### src/rtl/muldiv_pkg.sv
// ============================================================================
// Module : muldiv_pkg
// Brief  : Shared state encoding and operation constants for the mul/div unit.
// Rev    : 1.0  initial release
// ============================================================================
`default_nettype none

package muldiv_pkg;

    localparam int STATE_W = 2;

    localparam logic [STATE_W-1:0] IDLE = 2'd0;
    localparam logic [STATE_W-1:0] CALC = 2'd1;
    localparam logic [STATE_W-1:0] FIX  = 2'd2;

    localparam logic OP_MUL = 1'b0;
    localparam logic OP_DIV = 1'b1;

    // Sliced to WIDTH by the user, so WIDTH may not exceed 64.
    localparam logic [63:0] DIV0_QUOT = '1;

endpackage

`default_nettype wire

### src/rtl/muldiv_sign_fix.sv
// ============================================================================
// Module : muldiv_sign_fix
// Brief  : Conditional two's-complement negate (magnitude on entry, sign on exit).
// Rev    : 1.0  initial release
// ============================================================================
`default_nettype none

module muldiv_sign_fix #(
    parameter int W = 32
) (
    input  logic [W-1:0] val,
    input  logic         neg,
    output logic [W-1:0] res
);

    assign res = neg ? (-val) : val;

endmodule

`default_nettype wire

### src/rtl/muldiv_unit.sv
// ============================================================================
// Module : muldiv_unit
// Brief  : Iterative MULT/MULTU/DIV/DIVU unit producing HI/LO.
//          Optional macro MULDIV_EARLY_OUT_EN: zero-operand multiply and
//          zero-divisor divide skip the iteration phase.
// Rev    : 1.0  initial release
// ============================================================================
`default_nettype none

module muldiv_unit
    import muldiv_pkg::*;
#(
    parameter int WIDTH = 32,
    parameter int CNT_W = 6
) (
    input  logic             clk,
    input  logic             rst,
    input  logic             start,
    input  logic             mul0_div1_sel,
    input  logic             is_signed,
    input  logic [WIDTH-1:0] op_a,
    input  logic [WIDTH-1:0] op_b,
    input  logic             abort,
    output logic             busy,
    output logic             done,
    output logic [WIDTH-1:0] hi,
    output logic [WIDTH-1:0] lo
);

    logic [STATE_W-1:0]   state_q, state_d;
    logic [CNT_W-1:0]     cnt_q, cnt_d;
    logic                 op_q, op_d;
    logic                 neg_q, neg_d;
    logic                 rneg_q, rneg_d;
    logic                 div0_q, div0_d;
    logic [WIDTH-1:0]     opnd_q, opnd_d;
    logic [WIDTH-1:0]     a_raw_q, a_raw_d;
    logic [2*WIDTH-1:0]   acc_q, acc_d;
    logic [WIDTH-1:0]     hi_q, hi_d;
    logic [WIDTH-1:0]     lo_q, lo_d;
    logic                 done_q, done_d;

    logic                 w_go;
    logic                 w_early;
    logic [WIDTH-1:0]     w_a_mag, w_b_mag;
    logic [2*WIDTH-1:0]   w_prod_fix;
    logic [WIDTH-1:0]     w_quot_fix, w_rem_fix;
    logic [WIDTH:0]       w_sum, w_trial;
    logic [2*WIDTH-1:0]   w_mul_step, w_div_step;

    assign w_go = start && !abort;

`ifdef MULDIV_EARLY_OUT_EN
    assign w_early = (mul0_div1_sel == OP_MUL) ? ((op_a == '0) || (op_b == '0))
                                               : (op_b == '0);
`else
    assign w_early = 1'b0;
`endif

    muldiv_sign_fix #(.W(WIDTH)) u_mag_a (
        .val(op_a), .neg(is_signed & op_a[WIDTH-1]), .res(w_a_mag));
    muldiv_sign_fix #(.W(WIDTH)) u_mag_b (
        .val(op_b), .neg(is_signed & op_b[WIDTH-1]), .res(w_b_mag));
    muldiv_sign_fix #(.W(2*WIDTH)) u_fix_prod (
        .val(acc_q), .neg(neg_q), .res(w_prod_fix));
    muldiv_sign_fix #(.W(WIDTH)) u_fix_quot (
        .val(acc_q[WIDTH-1:0]), .neg(neg_q), .res(w_quot_fix));
    muldiv_sign_fix #(.W(WIDTH)) u_fix_rem (
        .val(acc_q[2*WIDTH-1:WIDTH]), .neg(rneg_q), .res(w_rem_fix));

    // Multiply: acc = {partial product, remaining multiplier bits}.
    assign w_sum      = {1'b0, acc_q[2*WIDTH-1:WIDTH]} + (acc_q[0] ? {1'b0, opnd_q} : '0);
    assign w_mul_step = {w_sum, acc_q[WIDTH-1:1]};

    // Divide: acc = {remainder, dividend bits shifting into quotient}.
    assign w_trial    = {acc_q[2*WIDTH-1:WIDTH], acc_q[WIDTH-1]} - {1'b0, opnd_q};
    assign w_div_step = w_trial[WIDTH] ? {acc_q[2*WIDTH-2:0], 1'b0}
                                       : {w_trial[WIDTH-1:0], acc_q[WIDTH-2:0], 1'b1};

    always_ff @(posedge clk or negedge rst) begin
        if (!rst) begin
            state_q <= IDLE;
            cnt_q   <= '0;
            op_q    <= OP_MUL;
            neg_q   <= 1'b0;
            rneg_q  <= 1'b0;
            div0_q  <= 1'b0;
            opnd_q  <= '0;
            a_raw_q <= '0;
            acc_q   <= '0;
            hi_q    <= '0;
            lo_q    <= '0;
            done_q  <= 1'b0;
        end else begin
            state_q <= state_d;
            cnt_q   <= cnt_d;
            op_q    <= op_d;
            neg_q   <= neg_d;
            rneg_q  <= rneg_d;
            div0_q  <= div0_d;
            opnd_q  <= opnd_d;
            a_raw_q <= a_raw_d;
            acc_q   <= acc_d;
            hi_q    <= hi_d;
            lo_q    <= lo_d;
            done_q  <= done_d;
        end
    end

    always_comb begin
        state_d = state_q;
        case (state_q)
            IDLE:    if (w_go) state_d = w_early ? FIX : CALC;
            CALC: begin
                if (abort)                             state_d = IDLE;
                else if (cnt_q == CNT_W'(WIDTH - 1))   state_d = FIX;
            end
            FIX:     state_d = IDLE;
            default: state_d = IDLE;
        endcase
    end

    always_comb begin
        cnt_d   = cnt_q;
        op_d    = op_q;
        neg_d   = neg_q;
        rneg_d  = rneg_q;
        div0_d  = div0_q;
        opnd_d  = opnd_q;
        a_raw_d = a_raw_q;
        acc_d   = acc_q;
        hi_d    = hi_q;
        lo_d    = lo_q;
        done_d  = 1'b0;
        case (state_q)
            IDLE: begin
                if (w_go) begin
                    op_d    = mul0_div1_sel;
                    neg_d   = is_signed & (op_a[WIDTH-1] ^ op_b[WIDTH-1]);
                    rneg_d  = is_signed & op_a[WIDTH-1];
                    div0_d  = (mul0_div1_sel == OP_DIV) && (op_b == '0);
                    a_raw_d = op_a;
                    cnt_d   = '0;
                    if (mul0_div1_sel == OP_DIV) begin
                        opnd_d = w_b_mag;
                        acc_d  = {{WIDTH{1'b0}}, w_a_mag};
                    end else begin
                        opnd_d = w_a_mag;
                        // A skipped multiply must still present a zero product in FIX.
                        acc_d  = w_early ? '0 : {{WIDTH{1'b0}}, w_b_mag};
                    end
                end
            end
            CALC: begin
                if (!abort) begin
                    acc_d = (op_q == OP_DIV) ? w_div_step : w_mul_step;
                    cnt_d = cnt_q + CNT_W'(1);
                end
            end
            FIX: begin
                if (!abort) begin
                    done_d = 1'b1;
                    if (op_q == OP_MUL) begin
                        {hi_d, lo_d} = w_prod_fix;
                    end else if (div0_q) begin
                        lo_d = DIV0_QUOT[WIDTH-1:0];
                        hi_d = a_raw_q;
                    end else begin
                        lo_d = w_quot_fix;
                        hi_d = w_rem_fix;
                    end
                end
            end
            default: ;
        endcase
    end

    always_comb begin
        busy = (state_q != IDLE);
        done = done_q;
        hi   = hi_q;
        lo   = lo_q;
    end

endmodule

`default_nettype wire

### config.mk
export PLATFORM = sky130hd
export DESIGN_NAME = muldiv_unit
export DESIGN_NICKNAME = d
export VERILOG_FILES = /design/src/rtl/muldiv_pkg.sv /design/src/rtl/muldiv_sign_fix.sv /design/src/rtl/muldiv_unit.sv
export SDC_FILE = /design/constraint.sdc
export NUM_CORES = 1
export LEC_CHECK = 0
export CORE_AREA = 10 10 184 229
export CTS_CLUSTER_DIAMETER = 150
export DETAILED_ROUTE_END_ITERATION = 12
export DIE_AREA = 0 0 194 239
export PLACE_DENSITY = 0.75
export SYNTH_ARGS = -nofsm -noshare
export SYNTH_HDL_FRONTEND = slang
export SYNTH_SLANG_ARGS = --single-unit
### constraint.sdc
create_clock -name clk -period 4.8 [get_ports clk]
set_input_delay 0.96 -clock clk [delete_from_list [all_inputs] [get_ports clk]]
set_output_delay 0.96 -clock clk [all_outputs]
set_load 0.01 [all_outputs]
==> impl_metrics.yaml <==
worst_setup_path:
  cp_slowest_stage_delay_ns: 0.53
  worstPathCellList: "and2_1 -> ha_1 -> inv_1 -> fa_1 -> nand2b_1 -> a21o_1 -> a211o_1 -> a2111o_1 -> a21oi_1 -> nor4bb_1 -> a211oi_1 -> nand3_1 -> a32oi_1"
  path_max_fanout: 7
  cp.required_ns: 5.25
  cp-start-kind: "flip-flop"
  r2r_cells: 13
  cp.arrival_ns: 4.33
  crit_slowest_cell: "dfrtp_1"
  crit_type: "reg -> reg"
  r2r_setup_slack_ns: 0.92
  endpoint_kind: "flip-flop"
  timing.rr.end: "acc_q[63]"
  timing.rr.start: "acc_q[0]"
cells_and_area:
  num_antenna_cells: 0
  final_cell_mix: "nand2_1, nor2_1, a21oi_1"
  syn2layout_area_growth_pct: 15.2
  final_common_cell: "nand2_1"
  fin_nets: 2376
  drive_gt1_frac: 0.0537
  finalInstanceArea_mm2: 0.0193
synth:
  syn-cell-area_mm2: 0.0168
  yosys-top-cells-area: "dfrtp_1, nand2_1, a21oi_1"
  syn_avg_cell_area_um2: 7.70
  yosysWarnings: 0
  seq_area_frac_synth: 0.306
  netlist_instances: 2180
  yosys.area_share.simple: 0.216
  synthAdderAreaFrac: 0.0538
  synth-xor-area-share: 0.104
  yosys_most_used_dff: "dfrtp_1"
  synth_top_family_by_area: "compound AO/OA/AOI/OAI gates"
  synth_nets: 2321
  synthArstFlopShare: 1.00
  synth_top_area_frac: 0.306
  synth_mux_area_frac: 0.0513
  synth-compound-area-share: 0.223
  synth-edff-count: 0
  ys_ff_latch: 205
  yosysTopAreaCell: "dfrtp_1"
  yosysUniqueCellTypes: 78
timing:
  final-max-slew-violation-count: 0
  rsz0062_at_grt: "false"
  hold_violations: 0
  fmax_mhz: 258
  worst_pin_slew_ns: 1.09
  fin_tns_setup_ns: 0
  final.min_clock_period_ns: 3.88
  fin_skew_ns: 0.0108
  setup-violations-final: 0
  fin_crit_sh: 0.808
  slew_headroom: 0.274
power_and_ir_drop:
  power_leakage_nw: 8.35
  powerDensity_mw_per_mm2: 522
  irDropWorstVdd_v: 0.000293
detailed_routing:
  drt-pass1-iter-count: 6
  route.detailed.vias_per_inst: 6.14
  first_iter_violations: 1768
  drc: 0
  ant_nets: 0
  vias: 16855
  wl_per_cell_um: 22.1
  wl_um: 60700
place:
  placed_area_mm2: 0.0185
  io_buffers: 135
  place_congestion: 1.03
  detailed_place_hpwl_um: 45300
clock_tree:
  cts_buffers: 24
  htree_num_levels: 1
  clk_latency_ns: 0.54
  clock_sink_count: 205
  cts_tree: "done"
  postCtsSetupRepairBufs: 0
  ctsLongestPathBuffers: 3
  cts_hold_buf: 0
  cts.reportedPaths.clkPinSlew_ns: 0.06
  cts_root_buffer: "clkbuf_16"
  cts_resized: 0
grt:
  grt_pass1_vias: 16223
  grt_max_degree: 108
  overflow: 0
  antenna_found_initial: 0
  track_usage: 0.248
  grt_pass1_wl_um: 93400
hold_path:
  min_delay_path_depth: 2
  hold_path_startpoint: "hi[19]"
  min_path_type: "reg -> reg"
  min_to: "hi[19]"
flow_run:
  maxCapViolCount: 0
die:
  die_h_um: 239
  start_util: 0.444
  dieArea_mm2: 0.0464
  die_width_um: 194
  core_mm2: 0.0378
  io_pins: 136
  rows: 80
outcome:
  status: "finished, final reports clean"
## how the worst max path moves through the flow
stage,startpoint,end,slack (ns),depth (start not counted)
final,acc_q[0],acc_q[63],0.92,13
after global routing,acc_q[0],acc_q[63],0.80,13
after detailed placement,op_b[15],opnd_q[30],0.72,9
after floorplan,op_b[17],opnd_q[30],1.58,8
after CTS,acc_q[0],acc_q[63],1.07,13
after global placement,op_b[15],opnd_q[30],0.77,9
## report_power, final
part | internal, mW | switching, mW
logic | 2.13 | 3.30
registers | 2.05 | 0.639
clock network | 1.17 | 0.792
total | 5.35 | 4.73
## state kept, by name, indices dropped and copies added, names as in the netlist
| register | count |
|---|---|
| a_raw_q | 32 |
| acc_q | 64 |
| cnt_q | 6 |
| div0_q | 1 |
| done | 1 |
| hi | 32 |
| lo | 32 |
| neg_q | 1 |
| op_q | 1 |
| opnd_q | 32 |
| rneg_q | 1 |
| state_q | 2 |
## cells in the mapped netlist, types with 13 or more instances
cell,n
o211ai_1,18
a31oi_1,21
a21oi_1,208
nand3_1,37
xnor2_1,87
inv_1,57
nor4_1,15
nand2b_1,23
o21ai_0,194
ha_1,69
dfrtp_1,205
clkbuf_1,117
a21o_1,28
o31ai_1,25
nand2_1,305
nor3_1,53
buf_1,22
nand4_1,18
and2_1,13
xor2_1,112
or3_1,21
nor2_1,237
nor2b_1,13
mux2i_1,71
## per-stage QoR
step / power [mW] / hold slack (ns) / utilization / instances / worst slack [ns]
after floorplan: 6.45 / 0.440 / - / 2180 / 1.58
after global placement: 7.87 / 0.453 / 0.490 / 2701 / 0.773
after detailed placement: 7.97 / 0.464 / 0.490 / 2701 / 0.717
after CTS: 9.96 / 0.480 / 0.511 / 2744 / 1.07
after global routing: 10.7 / 0.503 / 0.511 / 2744 / 0.799
final: 10.1 / 0.482 / 0.511 / 2744 / 0.922
## layout make-up
type / count / area (um^2)
inverters: 60 / 225
multi-input cells: 1771 / 10900
clock inverters: 9 / 124
repair buffers: 173 / 1660
clock buffers: 34 / 699
fillers: 3620 / 18500
flip-flops and latches: 205 / 5130
well taps: 492 / 616
## worst max-delay path: cells and delay by family, from the launching register on
family | cells | cell delay, ns
buffers and inverters | 1 | 0.08
adders and majority gates | 2 | 0.62
AOI/OAI and AO/OA | 6 | 1.90
DFF | 1 | 0.53
and+or+nand+nor | 4 | 0.66
## metal layers
metal,global-route usage,up-vias,routed length (um)
met5,0,-,0
met4,0.138,0,3470
met3,0.0411,165,4730
met2,0.417,832,28600
met1,0.297,8061,23800
li1,-,7797,-
## logic make-up (layout without fill, tap and decap cells)
logic type | count (synthesis) | count (layout)
AND/OR/NAND/NOR | 798 | 798
AO/OA/AOI/OAI | 619 | 619
flip-flops | 205 | 205
buffers and inverters | 204 | 276
XOR/XNOR | 199 | 199
multiplexers | 84 | 84
adder cells (fa/ha/maj) | 71 | 71
Note: power is estimated with default switching activity, not from simulation.
